File: src/rtl/rv32i_decode_stage_pkg.sv
// Shared RV32I decode types: instruction word, opcode map, immediate formats and the
// decoded packet carried from the decode stage to execute.
package rv32i_types;

    typedef logic [31:0] instr_t;

    typedef enum logic [6:0] {
        op_lui   = 7'b0110111,
        op_auipc = 7'b0010111,
        op_jal   = 7'b1101111,
        op_jalr  = 7'b1100111,
        op_br    = 7'b1100011,
        op_load  = 7'b0000011,
        op_store = 7'b0100011,
        op_imm   = 7'b0010011,
        op_reg   = 7'b0110011
    } rv32i_opcode;

    typedef enum logic [2:0] {
        fmt_i,
        fmt_s,
        fmt_b,
        fmt_u,
        fmt_j,
        fmt_r
    } imm_fmt_t;

    localparam logic [6:0] FUNCT7_BASE    = 7'b0000000;
    localparam logic [6:0] FUNCT7_VARIANT = 7'b0100000;
    localparam logic [2:0] F3_ADD         = 3'b000;
    localparam logic [2:0] F3_SLL         = 3'b001;
    localparam logic [2:0] F3_SR          = 3'b101;

    typedef struct packed {
        logic [31:0] pc;
        logic [6:0]  opcode;
        logic [2:0]  funct3;
        logic [6:0]  funct7;
        logic [4:0]  rd;
        logic [4:0]  rs1;
        logic [4:0]  rs2;
        logic [31:0] imm;
        logic        uses_rs1;
        logic        uses_rs2;
        logic        writes_rd;
        logic        illegal;
    } decode_pkt_t;

    localparam int PKT_W = $bits(decode_pkt_t);

    function automatic logic [31:0] gen_imm(input instr_t i, input imm_fmt_t fmt);
        logic [31:0] imm;
        case (fmt)
            fmt_i:   imm = {{20{i[31]}}, i[31:20]};
            fmt_s:   imm = {{20{i[31]}}, i[31:25], i[11:7]};
            fmt_b:   imm = {{19{i[31]}}, i[31], i[7], i[30:25], i[11:8], 1'b0};
            fmt_u:   imm = {i[31:12], 12'b0};
            fmt_j:   imm = {{11{i[31]}}, i[31], i[19:12], i[20], i[30:21], 1'b0};
            default: imm = 32'b0;
        endcase
        return imm;
    endfunction

endpackage

File: src/rtl/rv32i_decode_stage_decoder.sv
// Pure combinational RV32I decoder: instruction word + PC in, decoded packet out.
// Illegal encodings still report their raw fields but never claim register usage.
module rv32i_decoder
    import rv32i_types::*;
#(
    parameter bit RD0_SUPPRESS = 1'b1
) (
    input  logic [31:0]      instr,
    input  logic [31:0]      pc,
    output logic [PKT_W-1:0] pkt
);

    decode_pkt_t dec;
    imm_fmt_t    fmt;
    logic        bad;
    logic        use1;
    logic        use2;
    logic        wr;
    logic        has_rd;
    logic [2:0]  f3;
    logic [6:0]  f7;

    assign f3 = instr[14:12];
    assign f7 = instr[31:25];

    always_comb begin
        fmt    = fmt_r;
        bad    = 1'b0;
        use1   = 1'b0;
        use2   = 1'b0;
        wr     = 1'b0;
        has_rd = 1'b1;
        case (instr[6:0])
            op_lui, op_auipc: begin
                fmt = fmt_u;
                wr  = 1'b1;
            end
            op_jal: begin
                fmt = fmt_j;
                wr  = 1'b1;
            end
            op_jalr: begin
                fmt  = fmt_i;
                use1 = 1'b1;
                wr   = 1'b1;
                bad  = (f3 != F3_ADD);
            end
            op_br: begin
                fmt    = fmt_b;
                use1   = 1'b1;
                use2   = 1'b1;
                has_rd = 1'b0;
                bad    = (f3[2:1] == 2'b01);
            end
            op_load: begin
                fmt  = fmt_i;
                use1 = 1'b1;
                wr   = 1'b1;
                bad  = (f3 == 3'b011) || (f3[2:1] == 2'b11);
            end
            op_store: begin
                fmt    = fmt_s;
                use1   = 1'b1;
                use2   = 1'b1;
                has_rd = 1'b0;
                bad    = (f3 > 3'b010);
            end
            op_imm: begin
                fmt  = fmt_i;
                use1 = 1'b1;
                wr   = 1'b1;
                bad  = ((f3 == F3_SLL) && (f7 != FUNCT7_BASE)) ||
                       ((f3 == F3_SR) && (f7 != FUNCT7_BASE) && (f7 != FUNCT7_VARIANT));
            end
            op_reg: begin
                fmt  = fmt_r;
                use1 = 1'b1;
                use2 = 1'b1;
                wr   = 1'b1;
                bad  = !((f7 == FUNCT7_BASE) ||
                         ((f7 == FUNCT7_VARIANT) && ((f3 == F3_ADD) || (f3 == F3_SR))));
            end
            default: bad = 1'b1;
        endcase
    end

    always_comb begin
        dec           = '0;
        dec.pc        = pc;
        dec.opcode    = instr[6:0];
        dec.funct3    = f3;
        dec.funct7    = f7;
        dec.rd        = has_rd ? instr[11:7] : 5'd0;
        dec.rs1       = instr[19:15];
        dec.rs2       = instr[24:20];
        dec.imm       = gen_imm(instr, fmt);
        dec.uses_rs1  = use1 && !bad;
        dec.uses_rs2  = use2 && !bad;
        // x0 is hardwired, so a write to it is reported as no write at all
        dec.writes_rd = wr && !bad && !(RD0_SUPPRESS && (instr[11:7] == 5'd0));
        dec.illegal   = bad;
    end

    assign pkt = dec;

endmodule

File: src/rtl/rv32i_decode_stage.sv
// RV32I decode stage: decodes at the input and holds packets in an output register
// plus an optional skid entry so upstream sees a registered ready.
module rv32i_decode_stage
    import rv32i_types::*;
#(
    parameter bit SKID_EN      = 1'b1,
    parameter bit RD0_SUPPRESS = 1'b1
) (
    input  logic             clk,
    input  logic             rst,
    input  logic             flush,
    input  logic             in_valid,
    output logic             in_ready,
    input  logic [31:0]      in_pc,
    input  logic [31:0]      in_instr,
    output logic             out_valid,
    input  logic             out_ready,
    output logic [PKT_W-1:0] out_pkt
);

    logic [PKT_W-1:0] dec_pkt;
    logic [PKT_W-1:0] skid_pkt;
    logic             skid_valid;
    logic             accept;
    logic             out_load;

    rv32i_decoder #(
        .RD0_SUPPRESS(RD0_SUPPRESS)
    ) u_decoder (
        .instr(in_instr),
        .pc   (in_pc),
        .pkt  (dec_pkt)
    );

    assign in_ready = SKID_EN ? !skid_valid : (out_ready || !out_valid);
    assign accept   = in_valid && in_ready;
    assign out_load = !out_valid || out_ready;

    // The skid entry is always older than anything arriving, so it refills the output first
    always_ff @(posedge clk) begin
        if (rst) begin
            out_valid  <= 1'b0;
            out_pkt    <= '0;
            skid_valid <= 1'b0;
            skid_pkt   <= '0;
        end else if (flush) begin
            out_valid  <= 1'b0;
            skid_valid <= 1'b0;
        end else if (out_load) begin
            if (skid_valid) begin
                out_pkt    <= skid_pkt;
                out_valid  <= 1'b1;
                skid_valid <= 1'b0;
            end else if (accept) begin
                out_pkt   <= dec_pkt;
                out_valid <= 1'b1;
            end else begin
                out_valid <= 1'b0;
            end
        end else if (SKID_EN && accept) begin
            skid_pkt   <= dec_pkt;
            skid_valid <= 1'b1;
        end
    end

endmodule

File: config.mk
export PLATFORM = sky130hd
export DESIGN_NAME = rv32i_decode_stage
export DESIGN_NICKNAME = d
export VERILOG_FILES = /design/src/rtl/rv32i_decode_stage_pkg.sv /design/src/rtl/rv32i_decode_stage_decoder.sv /design/src/rtl/rv32i_decode_stage.sv
export SDC_FILE = /design/constraint.sdc
export NUM_CORES = 1
export LEC_CHECK = 0
export BUFFER_PORTS_ARGS = -buffer_cell sky130_fd_sc_hd__buf_2
export CORE_AREA = 2 2 148 136
export CTS_CLUSTER_DIAMETER = 30
export DETAILED_ROUTE_END_ITERATION = 10
export DIE_AREA = 0 0 150 138
export GPL_ROUTABILITY_DRIVEN = 0
export PLACE_DENSITY = 0.68
export SETUP_SLACK_MARGIN = 0.2
export SYNTH_ARGS = -nofsm -noshare
export SYNTH_HDL_FRONTEND = slang
export SYNTH_SLANG_ARGS = --single-unit
File: constraint.sdc
create_clock -name clk -period 1.5 [get_ports clk]
set_input_delay 0.075 -clock clk [delete_from_list [all_inputs] [get_ports clk]]
set_output_delay 0.075 -clock clk [all_outputs]
set_load 0.01 [all_outputs]
==> out/summary.md <==
The run finished, with violations left. The checks that failed: setup timing. The type of the worst setup path was register to register. The launch point of the worst reg-to-reg path was skid_valid. Critical-path cell with the highest stage delay: sky130_fd_sc_hd__dfxtp_4.

The worst pin sits at a relative slew slack of 60.89%. The cell count after synthesis came out at 995. Derived from the worst setup path, the maximum achievable clock frequency is 611.0 MHz. In this run the tool buffered the top-level ports with 170 buffer cells. Grouping stages by cell kind, the critical path spends the most delay in simple AND/OR/NAND/NOR gates. Via count: 9608. The number of distinct library cell variants in the gate-level netlist after synthesis was 51; the post-synthesis sequential element count was 202.

The share of layout cells above drive strength 1 was 49.06%; the number of global-route vias before repair was 8148. The run gives 0.01337 ns as the setup clock skew after layout. The count of warnings emitted by yosys is 0, and the required time reported for the critical path endpoint is 1.93 ns.

The design draws 17120 uW. Counting tap cells, the placed design contains a total of 1426 instances. The final-report hold violation count was 0. Compared with the post-synthesis result, the final layout area differs by 76.73%. The tools report the endpoint class of the critical path as a register. Entering global routing, the biggest net connects 75 pins.

The final cell count without fillers is 1633. Most frequently used flop master after synthesis: sky130_fd_sc_hd__dfxtp_1. After synthesis, the largest area contributor takes up 48.65% of total cell area. The worst setup path is launched from a register. Most used standard cell by instance count after synthesis: sky130_fd_sc_hd__dfxtp_1. The synthesized design contains 0 enable-type register cells.

The clock-pin slew reported for the worst setup and hold paths after clock tree synthesis was 0.05 ns. After floorplanning, the core was sized to cover 19370 um^2. In this run the worst path has a maximum fanout of 14.

By area the synthesized netlist is led by sky130_fd_sc_hd__dfxtp_1, sky130_fd_sc_hd__nand2_1, sky130_fd_sc_hd__mux2i_1. In this run the number of H-tree levels came out at 2. The accumulated negative setup slack was -4.032 ns; the synthesized net count was 1064. The commonest cells after synthesis are sky130_fd_sc_hd__dfxtp_1, sky130_fd_sc_hd__nand2_1, sky130_fd_sc_hd__a21oi_1. The number of top-level pins is 171. Setup repair after global routing could not meet its margin everywhere. In this run the static leakage power is 0.005734 uW. Walking the worst path, the cells encountered are nor3b_4 -> and2_4 -> buf_12 -> clkbuf_16 -> o21ai_0 -> a21oi_1. Number of design-rule violations left by the first detailed-router iteration: 1018. The delay of the slowest critical-path stage was 0.38 ns; the starting utilization of the core area was 42.90%. The number of pins exceeding their max-slew limit in the final report is 0. The power density of the placed cells was 1165 nW/um^2; the total standard cell area after synthesis was 8312 um^2. The type of the most critical hold path was primary input to register.

Of all flip-flops after synthesis, the portion carrying an async set or reset was 0%. Wire length of the first global-routing pass: 42250 um. The share of the Yosys chip area taken by registers is 48.65%. In this run the worst setup path begins at skid_valid. In the routed layout, each cell is associated on average with a via count of 5.884.

The worst-case IR drop observed on VDD is 0.0009758 V. For this run, design rule violations remaining after detail routing come to 0. The setup check on the worst reg-to-reg path leaves a slack of -0.14 ns. The number of buffers added by the clock tree synthesis step was 43. Root buffer selected by CTS: sky130_fd_sc_hd__clkbuf_16.

The number of buffers and inverters on the critical path was 2. The tool flagged a number of max-cap violations equal to 0. The tools report the endpoint of the worst register-to-register path as skid_pkt[26]. The detailed-routing iteration count for the pre-antenna-repair pass is 5. The termination of the worst setup path was skid_pkt[26]. For the total routing resource utilization after global routing, the log shows 24.93%. The synthesized design spends more area on one cell type than any other, namely sky130_fd_sc_hd__dfxtp_1. The logs give -0.1367 ns for the smallest setup slack after layout and 0.52 ns for the clock insertion delay at the later pin of the skew report. TritonCTS built the clock tree.

Each instance of the synthesized netlist takes up on average 8.353 um^2. The cell count along the critical path was 6. The initialized floorplan defines 49 standard-cell rows. OpenSTA, run right after detailed placement, puts the worst setup slack at -0.3382 ns. The initial antenna violation count was 3; the count of nets after finishing was 1414.

The die area is 20700 um^2. The width of the die was 150 um; the slew at the pin with the worst max-slew slack was 0.5851 ns. Setup violations remaining at the end of the flow were counted as 128.

The logs give 35680 um for the overall routed net length and 0 for the total congestion overflow. The routed design could run at a clock period as short as 1.637 ns. The die is 138 um tall.

The maximum clock path buffer count was 3; the number of cells traversed by the worst register-to-register path was 6. At the worst endpoint, the arrival time is 2.07 ns. Detailed placement finished with a half-perimeter wire length of 16680 um.

The number of sinks handled by clock tree synthesis was 202; the post-detailed-route count of antenna-violating nets was 0. Average routed wire per standard cell: 21.85 um. The ratio of final minimum period to clock period works out to 109.1%.
==> sequential cells by signal, summed over array words and instances, names as in the netlist <==
signal	flops
out_pkt	100
out_valid	1
skid_pkt	100
skid_valid	1
==> metal layers <==
layer / vias to the layer above / global-route usage [%] / part of all wire, % / routed length [um]
met5: - / 0 / 0 / 0
met4: 0 / 9.335 / 4.4 / 1556
met3: 148 / 6.238 / 9.2 / 3298
met2: 573 / 37.25 / 48 / 16990
met1: 4639 / 34.75 / 39 / 13840
li1: 4248 / - / - / -
==> tightest hold or removal path, cell delays in order <==
cell                      delay (ns)
sky130_fd_sc_hd__buf_2          0.11
sky130_fd_sc_hd__buf_4          0.19
sky130_fd_sc_hd__nand2_4        0.08
sky130_fd_sc_hd__a21oi_2        0.04
==> what timing repair did <==
| action | in CTS | in global routing |
|---|---|---|
| endpoints found under the hold margin | 131 | 0 |
| pin swaps | 8 | 145 |
| setup buffers | 9 | 29 |
| resized for setup | 7 | 396 |
| setup endpoints to repair | 201 | 201 |
| cloned | 4 | 27 |
| hold buffers | 60 | 0 |
==> where the power goes <==
part / total [uW] / internal (uW) / leakage (uW) / switching [uW]
logic: 2020 / 936 / 0.00341 / 1080
clock network: 9400 / 6370 / 0.000684 / 3030
registers: 5700 / 5560 / 0.00164 / 139
total: 17100 / 12900 / 0.00573 / 4250
==> through the flow <==
stage                     utilization (%)  cell area [um^2]  hold slack [ns]
final                               75.82             14690          0.02849
after global routing                75.82             14690          0.02531
after CTS                           63.93             12390         0.006235
after detailed placement            52.40             10150           0.3332
after global placement              52.40             10150           0.3267
after floorplan                         -              8574           0.1435
==> worst min path at each step <==
stage	startpoint	end	slack (ns)	cells after the start
floorplan	flush	skid_valid	0.14	1
global placement	in_pc[2]	skid_pkt[70]	0.33	3
detailed placement	in_pc[14]	skid_pkt[82]	0.33	3
CTS	in_instr[20]	skid_pkt[36]	0.006	4
global route	in_instr[20]	skid_pkt[36]	0.03	4
finish	in_instr[26]	skid_pkt[52]	0.03	4
==> area by class of cell <==
type,count,area [um^2]
multi-input combinational,705,5329
fill,1191,4684
sequential,202,4049
timing repair buffer,389,3535
clock buffer,58,1184
tap,255,319.1
clock inverter,18,250.2
inverter,4,18.77
antenna,2,5.005
==> placed cells by master (no fill, tap or decap), types with 4 or more instances in the layout <==
| cell type | synthesis | final |
|---|---|---|
| sky130_fd_sc_hd__dfxtp_1 | 202 | 200 |
| sky130_fd_sc_hd__buf_2 | 10 | 169 |
| sky130_fd_sc_hd__nand2_1 | 194 | 148 |
| sky130_fd_sc_hd__buf_4 | 2 | 85 |
| sky130_fd_sc_hd__clkbuf_16 | 0 | 66 |
| sky130_fd_sc_hd__mux2i_1 | 60 | 60 |
| sky130_fd_sc_hd__dlygate4sd3_1 | 0 | 60 |
| sky130_fd_sc_hd__a21oi_2 | 1 | 58 |
| sky130_fd_sc_hd__a21oi_1 | 115 | 58 |
| sky130_fd_sc_hd__a211oi_2 | 0 | 49 |
| sky130_fd_sc_hd__nor2_1 | 90 | 35 |
| sky130_fd_sc_hd__nand2_4 | 0 | 33 |
| sky130_fd_sc_hd__nor2_2 | 0 | 32 |
| sky130_fd_sc_hd__o21ai_0 | 74 | 32 |
| sky130_fd_sc_hd__buf_12 | 0 | 25 |
| sky130_fd_sc_hd__nor2_4 | 0 | 24 |
| sky130_fd_sc_hd__o21ai_1 | 0 | 19 |
| sky130_fd_sc_hd__buf_6 | 4 | 19 |
| sky130_fd_sc_hd__o21ai_2 | 0 | 18 |
| sky130_fd_sc_hd__a221oi_2 | 0 | 16 |
| sky130_fd_sc_hd__nand2_2 | 0 | 12 |
| sky130_fd_sc_hd__nand3_1 | 19 | 12 |
| sky130_fd_sc_hd__a211oi_1 | 60 | 11 |
| sky130_fd_sc_hd__clkbuf_1 | 66 | 11 |
| sky130_fd_sc_hd__nor3_1 | 14 | 7 |
| sky130_fd_sc_hd__a221oi_1 | 24 | 7 |
| sky130_fd_sc_hd__clkinvlp_4 | 0 | 6 |
| sky130_fd_sc_hd__nor3_2 | 1 | 6 |
| sky130_fd_sc_hd__o21ai_4 | 0 | 5 |
| sky130_fd_sc_hd__nand3_4 | 0 | 5 |
| sky130_fd_sc_hd__bufinv_16 | 0 | 5 |
| sky130_fd_sc_hd__buf_8 | 0 | 5 |
| sky130_fd_sc_hd__clkinv_2 | 0 | 4 |
| sky130_fd_sc_hd__buf_16 | 0 | 4 |
==> cell families (layout without fill, tap and decap cells) <==
logic type / Yosys count / count (layout) / share of synthesized area [%]
and+or+nand+nor: 343 / 344 / 17.09
AOI/OAI and AO/OA: 300 / 300 / 22.07
DFF: 202 / 202 / 48.65
buffers and inverters: 89 / 469 / 4.862
muxes: 60 / 60 / 7.226
xor gates and xnor gates: 1 / 1 / 0.1054
other: 0 / 2 / 0
No activity file was read; power rests on OpenSTA's default activity.
